## config.mk

```make
export PLATFORM = sky130hd
export DESIGN_NAME = johnson_decoder_checker_decode
export DESIGN_NICKNAME = d
export VERILOG_FILES = /design/src/rtl/johnson_decoder_checker_pkg.sv /design/src/rtl/johnson_decoder_checker_decode.sv
export SDC_FILE = /design/constraint.sdc
export NUM_CORES = 1
export LEC_CHECK = 0
export CORE_AREA = 2 2 39 41
export DETAILED_ROUTE_END_ITERATION = 6
export DIE_AREA = 0 0 41 43
export PLACE_DENSITY_LB_ADDON = 0.3
export SYNTH_ARGS = -nofsm -noshare
export SYNTH_HDL_FRONTEND = slang
export SYNTH_SLANG_ARGS = --single-unit
```

## constraint.sdc

```tcl
create_clock -name vclk -period 0.8
set_input_delay 0.08 -clock vclk [all_inputs]
set_output_delay 0.08 -clock vclk [all_outputs]
set_load 0.05 [all_outputs]
```

## src/rtl/johnson_decoder_checker_pkg.sv

```systemverilog
// Shared definitions for the Johnson decoder/checker: FSM states, counter widths,
// and the index-width helper so decoder, checker and interface all agree.
// Pure declarations; no latency or backpressure.
package johnson_decoder_checker_pkg;

  localparam int ERR_CNT_W = 8;   // saturating error counter width
  localparam int GOOD_W    = 4;   // good-successor counter, covers LOCK_CNT 1..15

  typedef enum logic [1:0] {
    ST_SEARCH = 2'd0,
    ST_ACQ    = 2'd1,
    ST_LOCKED = 2'd2
  } jdc_state_e;

  // Index width for an n-stage Johnson code (2n legal codes)
  function automatic int jdc_iw(input int n);
    return $clog2(2 * n);
  endfunction

endpackage

```

## src/rtl/johnson_decoder_checker_decode.sv

```systemverilog
// Combinational Johnson code decoder: jc_i -> {legal_o, idx_o, oh_o}.
// Latency 0; no state, no backpressure.
// Ports: jc_i (N-bit code), legal_o (code in the 2N set), idx_o (0..2N-1), oh_o (one-hot or 0).
module johnson_decoder_checker_decode
  import johnson_decoder_checker_pkg::*;
#(
  parameter int N = 4
) (
  input  logic [N-1:0]          jc_i,
  output logic                  legal_o,
  output logic [jdc_iw(N)-1:0]  idx_o,
  output logic [2*N-1:0]        oh_o
);
  localparam int IW = jdc_iw(N);

  logic [N-1:0] code_k;

  // Enumerate every legal code of a shift-left Johnson counter and match against it.
  // k <= N : k ones filled from the LSB; k > N : (2N-k) ones left at the MSB end.
  always_comb begin
    legal_o = 1'b0;
    idx_o   = '0;
    code_k  = '0;
    for (int k = 0; k < 2 * N; k++) begin
      if (k <= N) code_k = N'((1 << k) - 1);
      else        code_k = ~N'((1 << (k - N)) - 1);
      if (jc_i == code_k) begin
        legal_o = 1'b1;
        idx_o   = IW'(k);
      end
    end
    oh_o = legal_o ? ((2 * N)'(1) << idx_o) : '0;
  end

endmodule

```

==> metrics.txt <==
cells along the critical path buf_8 > or2_4 > nor3b_4 > buf_12; Least-Margin Pin Slew 242 ps; failing checks negative setup slack; Nets 54; Die H 43 µm; via count 260; clk_buf instances 0; detailed-route DRC error count 0; Final Setup Violations 10; # placed instances 62; Final Instance Area 752 µm²; max incr delay on CP 280 ps; CP Data Required Time 720 ps; status complete, but fails checks; die footprint 0.00176 mm²; Slew HR 0.834; Reg power frac 0; VDD IR-drop max 342 µV; synthesized cell area 174 µm²; crit path max fanout 4; Fmax 1.08 GHz; first-pass GRT wire length 1200 µm; synth top area cells mux2i_1, nor3b_1, nand2b_1; Total Power 490 µW; share of the synthesized area in the top cell type 0.173; Switching Fraction 0.484; PwrDens 651 mW/mm²; post-DR wirelength/cell 11.6 µm; # hold bufs at CTS 0; FFs & Latches 0; initial cell density of the core 0.126; fillers 107; total of max-cap violations 0; largest net degree at the start of global routing 8; GRT overflow 0; Multi-input gate area 308 µm²; DR iter-0 viols 5; P&R area growth vs syn 332%; final worst slack -125 ps; Yosys warnings 0; Syn Nets 28; P_leak 0.000303 µW; core area 0.00138 mm²; crit start category primary input; antenna cells 0; initial antenna violation count 0; Worst EP arrival 840 ps; Crit path buffers/inverters 2; Final min period 925 ps; NetSw 237 µW; Tcrit/Tclk final 1.16; CP endpoint kind output pin; CP delay by family, top simple AND/OR/NAND/NOR gates; unrepaired setup endpoints after global routing true; fraction of layout cells with a size suffix above 1 0.938; met3 wire len 21 µm; Via density 4.06; met2 wire length 450 µm; FF/Latch Area 0 µm²; Yosys cell types 15; sequential area share after synthesis 0; total global routing track utilization 0.0953; GPL Wtd Cong 0.668; Final Hold Fails 0; area leader, netlist mux2i_1; Std-Cell Rows 14; top sig layer met3; Top Ports 16; critical path's slowest cell or2_4; crit path kind primary input to output pin; Logic pwr share 1.000; clock share of power 0; Cell Count, Final, Fillers Out 64; Int Power 253 µW; DP Area 673 µm²; TritonRoute pass-1 iters 2; Synth Instances 24; M1 wire length 270 µm; IO buf count 16; Routed WL 742 µm; Worst Hold Class primary input to output pin; DRT antenna net count 0; fin. max-slew vios 0; Avg Cell Area, Syn 7.25 µm²; die extent in x 41 µm; pre-CTS setup slack -665 ps; number of global-route vias before repair 245
-- path summary, 6_finish.rpt --
kind,startpoint,endpoint,slack (ps),depth (start not counted)
min,jc_i[3],oh_o[1],540,4
max,jc_i[1],oh_o[7],-120,4
-- synthesized netlist by cell type --
cell type,count
a21boi_2,1
a21oi_1,1
buf_2,2
buf_6,1
mux2_2,1
mux2i_1,3
nand2_1,3
nand2b_1,2
nor2_1,2
nor3_1,2
nor3b_1,2
nor3b_2,1
nor4b_1,1
or2_4,1
xor2_1,1
-- per-stage QoR --
stage | hold slack (ps) | util | TNS, ps
detailed placement | 977 | 0.486 | -7060
finish | 535 | 0.543 | -704
global route | 551 | 0.543 | -984
floorplan | 224 | - | -1430
global placement | 972 | 0.486 | -6820
CTS | 544 | 0.540 | -840
-- area by class of cell --
type                            instances  area share
Timing Repair Buffer                   27       0.564
Tap cell                               16      0.0266
Multi-Input combinational cell         21       0.409
-- repair_timing --
item	CTS	global route
endpoints found under the setup margin	12	12
buffers inserted	2	0
endpoints found under the hold margin	0	0
pin swaps	7	1
resized for setup	37	1
-- tightest hold or removal path, cell delays in order --
cell	delay, ps
buf_12	90
buf_6	100
nor4b_4	40
buf_12	140
-- power by group through the flow --
| stage | sequential [µW] | combinational, µW | clock (µW) |
|---|---|---|---|
| finish | 0 | 490 | 0 |
| global route | 0 | 507 | 0 |
| CTS | 0 | 489 | 0 |
| detailed placement | 0 | 447 | 0 |
| global placement | 0 | 440 | 0 |
| floorplan | 0 | 273 | 0 |
-- per-layer routing --
layer  up-vias  GRT usage
met5         -          0
met4         0          0
met3         0          0
met2         5      0.169
met1       125      0.131
li1        130          -
-- cells in the final DEF (no fill, tap or decap) --
master / count
nor2_4: 1
mux2i_4: 2
a21oi_4: 1
nand2_4: 1
nor3_4: 2
mux2_4: 1
or2_4: 1
nor2_2: 1
nand2b_4: 1
nor3b_4: 3
xor2_2: 1
nand2_8: 1
nand2b_1: 1
buf_8: 2
buf_12: 15
buf_4: 5
nand2_1: 1
mux2i_1: 1
a21boi_2: 1
buf_6: 5
nor4b_4: 1
-- cell families after synthesis --
logic type             synth area share
AO/OA/AOI/OAI                    0.0935
XOR/XNOR                         0.0504
multiplexers                      0.237
AND/OR/NAND/NOR                   0.496
buffers and inverters             0.122
(Power assumes the default switching activity.)
